File: src/rtl/mac_neuron_sequencer.sv
// Control stage for the MAC core: streams weight/activation pairs from two
// synchronous-read memories into the MAC, then captures and holds the result.
module mac_neuron_sequencer #(
  parameter int N        = 8,
  parameter int N_INPUTS = 16,
  parameter int ADDR_W   = 8
) (
  input  logic              clk,
  input  logic              reset,
  input  logic              start,
  input  logic [ADDR_W-1:0] weight_base,
  output logic              busy,
  output logic              mem_rd_en,
  output logic [ADDR_W-1:0] w_addr,
  output logic [ADDR_W-1:0] a_addr,
  input  logic [N-1:0]      w_rd_data,
  input  logic [N-1:0]      a_rd_data,
  output logic [N-1:0]      mac_weight,
  output logic [N-1:0]      mac_in,
  output logic              mac_forget,
  output logic              mac_oe,
  input  logic [N-1:0]      mac_out,
  output logic [N-1:0]      result,
  output logic              result_valid,
  input  logic              result_ready,
  output logic [1:0]        fsm_state
);

  typedef enum logic [1:0] {
    IDLE  = 2'd0,
    FETCH = 2'd1,
    WAIT  = 2'd2,
    HOLD  = 2'd3
  } state_t;

  localparam logic [ADDR_W-1:0] LAST = ADDR_W'(N_INPUTS - 1);

  state_t state;
  logic   dv;
  logic   first_d1;
  logic   last_d1;
  logic   last_d2;
  logic   first_rd;
  logic   last_rd;

  // a_addr doubles as the pair index i, so the first/last flags come from it.
  assign first_rd  = mem_rd_en && (a_addr == '0);
  assign last_rd   = mem_rd_en && (a_addr == LAST);
  assign fsm_state = state;

  // The MAC accumulates every cycle, so data outside the read window is forced to 0.
  always_comb begin
    mac_weight = '0;
    mac_in     = '0;
    if (dv) begin
      mac_weight = w_rd_data;
      mac_in     = a_rd_data;
    end
  end

  // Result handshake: result is transferred on a cycle where result_valid and
  // result_ready are both high; result and result_valid stay stable until then.
  always_ff @(posedge clk or posedge reset) begin
    if (reset) begin
      state        <= IDLE;
      busy         <= 1'b0;
      mem_rd_en    <= 1'b0;
      w_addr       <= '0;
      a_addr       <= '0;
      dv           <= 1'b0;
      first_d1     <= 1'b0;
      last_d1      <= 1'b0;
      last_d2      <= 1'b0;
      mac_forget   <= 1'b0;
      mac_oe       <= 1'b0;
      result       <= '0;
      result_valid <= 1'b0;
    end else begin
      dv         <= mem_rd_en;
      first_d1   <= first_rd;
      mac_forget <= first_d1;
      last_d1    <= last_rd;
      last_d2    <= last_d1;
      mac_oe     <= last_d2;

      case (state)
        IDLE: begin
          if (start) begin
            state     <= FETCH;
            busy      <= 1'b1;
            mem_rd_en <= 1'b1;
            w_addr    <= weight_base;
            a_addr    <= '0;
          end
        end
        FETCH: begin
          if (a_addr == LAST) begin
            mem_rd_en <= 1'b0;
            state     <= WAIT;
          end else begin
            w_addr <= w_addr + 1'b1;
            a_addr <= a_addr + 1'b1;
          end
        end
        WAIT: begin
          if (mac_oe) begin
            result       <= mac_out;
            result_valid <= 1'b1;
            state        <= HOLD;
          end
        end
        HOLD: begin
          if (result_ready) begin
            result_valid <= 1'b0;
            busy         <= 1'b0;
            state        <= IDLE;
          end
        end
        default: state <= IDLE;
      endcase
    end
  end

endmodule
File: config.mk
export PLATFORM = sky130hd
export DESIGN_NAME = mac_neuron_sequencer
export DESIGN_NICKNAME = d
export VERILOG_FILES = /design/src/rtl/mac_neuron_sequencer.sv
export SDC_FILE = /design/constraint.sdc
export NUM_CORES = 1
export LEC_CHECK = 0
export CAP_MARGIN = 20
export CORE_ASPECT_RATIO = 1.25
export CORE_UTILIZATION = 35
export CTS_CLUSTER_DIAMETER = 100
export DETAILED_ROUTE_END_ITERATION = 16
export PLACE_DENSITY = 0.72
export SLEW_MARGIN = 20
export SYNTH_ARGS = -nofsm -noshare
export SYNTH_HDL_FRONTEND = slang
export SYNTH_SLANG_ARGS = --single-unit
File: constraint.sdc
create_clock -name clk -period 1.8 [get_ports clk]
set_clock_uncertainty 0.05 [all_clocks]
set_input_delay 0.27 -clock clk [delete_from_list [all_inputs] [get_ports clk]]
set_output_delay 0.27 -clock clk [all_outputs]
set_load 0.05 [all_outputs]
==> summary.txt <==
Routing
  – Drt pass-1 iters: 4
  – Vias after detailed routing: roughly 1,700
  – DRT met1 WL: 2.13 mm
  – DRT antenna net count: 0
  – Met2 routed WL: 2.80 mm
  – Number of vias per cell: 5.01
  – Top routing layer in use: met4
  – Metal3 WL: 206 um
  – DR DRC count: 0
  – DRC violation total after the first TritonRoute iteration: 84
  – Final WL: 5.23 mm
  – Routed len/inst: roughly 15 um

STA
  – Worst slew pin tran: 0.505 ns
  – Highest Clock Rate: 547 MHz
  – Final Cycle Share: 102%
  – Slew Viols, Final: 0
  – Max-slew headroom at the worst pin: 66.3%
  – Final setup fails: 6
  – Min cycle time layout: 1.83 ns
  – Final setup margin: -0.0298 ns
  – RSZ-0062 raised after global routing: yes
  – Fin. Hold Viols: 0

Synthesis
  – Cells after Synth: 174
  – Post-synth EDFFs: 0
  – Sequential area share after synthesis: between 40% and 50%
  – Top_reg_cell synth: dfrtp_1
  – Netlist cell types: 39
  – Syn. warnings: 0
  – Post-Syn Area: roughly 1800 um^2
  – Average cell area after synthesis: 10.5 um^2
  – Async set or reset register ratio after synthesis: between 90% and 100%
  – Post-synthesis register bit count: 35
  – Synthesized net count: roughly 220

Critical path
  – WP data arrival: 2.00 ns
  – R2R depth: 5
  – Worst-path cell with the longest stage delay: or4_4
  – CP Max Fanout: 5
  – Max incr delay on CP: ~0.56 ns
  – CP required: between 1.5 and 2 ns
  – Crit path kind: reg -> reg
  – Endpoint of the worst register-to-register path: a_addr[0]$_DFFE_PP0P_
  – Reg2Reg Setup Slack: -0.03 ns
  – Buf/Inv on CP: 2
  – CP Cell Sequence: or4_4, buf_6, o31ai_4, buf_4, mux2_4
  – Startpoint Class: register
  – Delay-heaviest family, CP: simple AND/OR/NAND/NOR gates
  – Worst reg2reg startpoint: a_addr[4]$_DFFE_PP0P_
  – Crit path capture type: register

Clocking
  – Clk buf depth: 2
  – H-tree depth: 2
  – Root Buffer: clkbuf_8
  – Clock Latency Late Sink: 0.29 ns
  – TritonCTS buffer count: 5
  – Reg clk slew, reported paths: 0.08 ns
  – Clk sinks: 35
  – Clock tree from TritonCTS: yes

Cells and area
  – Final core occ: 64.1%
  – Ratio of cells with drive above 1 in the final layout: 37.5%
  – Fin cells: 345
  – Number of diodes: 0
  – Area Growth Syn to Fin: 77.1%
  – Fin area: 3230 um^2
  – Final #Nets: 325

Place
  – Cell count after placement: 335
  – Placer Congestion: ~0.76
  – Detailed placement HPWL: roughly 3.8 mm
  – Post-placement cell area: around 3000 um^2
  – Placement Setup Slack: -0.0372 ns
  – I/O Buffers: around 80

Status
  – Status: finished, violations left
  – Violated checks: negative setup slack

Run
  – Max_cap viols: 0

Power
  – Pwr dens: 557 nW/um^2
  – Leakage: between 1 and 1.5 nW
  – Maximum VDD drop: 547 uV
  – Pwr Total: 1.80 mW

Min path
  – HP Class: in -> async

Global routing
  – Antenna violations before repair: 0
  – Total track usage: 20.1%
  – Global route overflow: 0
  – Vias in the first global route: 1,740
  – First-pass GRT wire length: 8.25 mm
  – Largest net degree at the start of global routing: 29

Floorplanning
  – I/O pins: 83
  – Die Footprint: 5510 um^2
  – Core box area: 5040 um^2
  – Die W: 66.6 um
  – Floorplan row count: 29
  – Die H: 82.7 um
  – Starting Density: 36.2%
cell usage after synthesis, types with 4 or more instances:
cell type | n | area, um^2
dfrtp_1 | 35 | 876
nand3_1 | 6 | 30.0
ha_1 | 7 | 87.6
o21ai_0 | 9 | 45.0
inv_1 | 6 | 22.5
and2_1 | 16 | 100
nor2_1 | 5 | 18.8
mux2_2 | 10 | 113
nor4_1 | 4 | 25.0
nand2_1 | 17 | 63.8
mux2i_1 | 5 | 50.1
a21oi_1 | 15 | 75.1
through the flow:
stage / hold slack (ns) / setup TNS [ns]
6_report: 0.177 / -0.0886
2_1_floorplan: 0.281 / -0.804
4_1_cts: 0.185 / -0.0167
5_1_grt: 0.208 / -0.633
3_5_place_dp: 0.300 / -0.0925
3_3_place_gp: 0.283 / -0.0736
registers in the layout, indices dropped and copies added (netlist names):
signal and count:
a_addr 8, busy 1, dv 1, first_d1 1
fsm_state 2, last_d1 1, last_d2 1, mac_forget 1
mac_oe 1, mem_rd_en 1, result 8, result_valid 1
w_addr 8
cell usage in the layout, fill, tap and decap left out, types with 5 or more instances in the layout:
cell,synthesis,routed
nand3_1,6,6
buf_12,0,18
dfrtp_2,0,7
a21oi_1,15,15
and2_1,16,16
buf_4,0,42
o21ai_1,0,5
ha_1,7,5
nand2_1,17,15
inv_1,6,6
mux2_2,10,8
clkdlybuf4s50_1,0,39
clkbuf_8,0,5
dfrtp_1,35,28
area by class of cell:
class	count	area, um^2
Inverter	7	27.5
Timing Repair Buffer	105	1140
Sequential cell	35	885
Clock inverter	3	67.6
Tap cell	62	77.6
Clock buffer	5	68.8
Multi-Input combinational cell	128	967
Fill cell	418	1810
how the worst max path moves through the flow:
stage | depth (start not counted) | endpoint | slack, ns | startpoint
floorplan | 5 | w_addr[6]$_DFFE_PP0P_ | -0.14 | a_addr[6]$_DFFE_PP0P_
global placement | 5 | w_addr[0]$_DFFE_PP0P_ | -0.02 | a_addr[6]$_DFFE_PP0P_
detailed placement | 5 | fsm_state[1]$_DFFE_PP0P_ | -0.04 | a_addr[6]$_DFFE_PP0P_
CTS | 5 | fsm_state[1]$_DFFE_PP0P_ | -0.009 | a_addr[4]$_DFFE_PP0P_
global route | 5 | a_addr[0]$_DFFE_PP0P_ | -0.11 | a_addr[4]$_DFFE_PP0P_
finish | 5 | a_addr[0]$_DFFE_PP0P_ | -0.03 | a_addr[4]$_DFFE_PP0P_
kinds of logic after synthesis:
group / Yosys count / synth area share [%]
AND/OR/NAND/NOR: 59 / 17.1
AO/OA/AOI/OAI: 43 / 16.1
flip-flops: 35 / 48.0
multiplexers: 16 / 9.74
buffers and inverters: 11 / 2.74
adder cells (fa/ha/maj): 7 / 4.80
XOR/XNOR: 3 / 1.44
power by group:
part | total [mW] | internal, mW | switching, mW
Sequential | 0.799 | 0.795 | 0.00385
Clock | 0.839 | 0.552 | 0.287
Combinational | 0.160 | 0.0928 | 0.0676
Total | 1.80 | 1.44 | 0.358
timing repair:
item,4_1_cts,5_1_grt
gates resized for setup,3,21
setup endpoints to repair,8,20
hold buffers,0,0
pin swaps,3,4
hold endpoints to repair,0,0
setup buffers,1,1
layer usage:
| layer | global-route usage (%) | up-vias |
|---|---|---|
| met5 | 0 | - |
| li1 | - | 845 |
| met4 | 4.68 | 0 |
| met2 | 36.8 | 60 |
| met3 | 4.12 | 9 |
| met1 | 23.7 | 814 |
worst reg2reg max path: stages, from the launching register on:
cell and delay, ns:
dfrtp_2 0.41, or4_4 0.56, buf_6 0.15, o31ai_4 0.29
buf_4 0.18, mux2_4 0.13
Note: power is estimated with default switching activity, not from simulation.
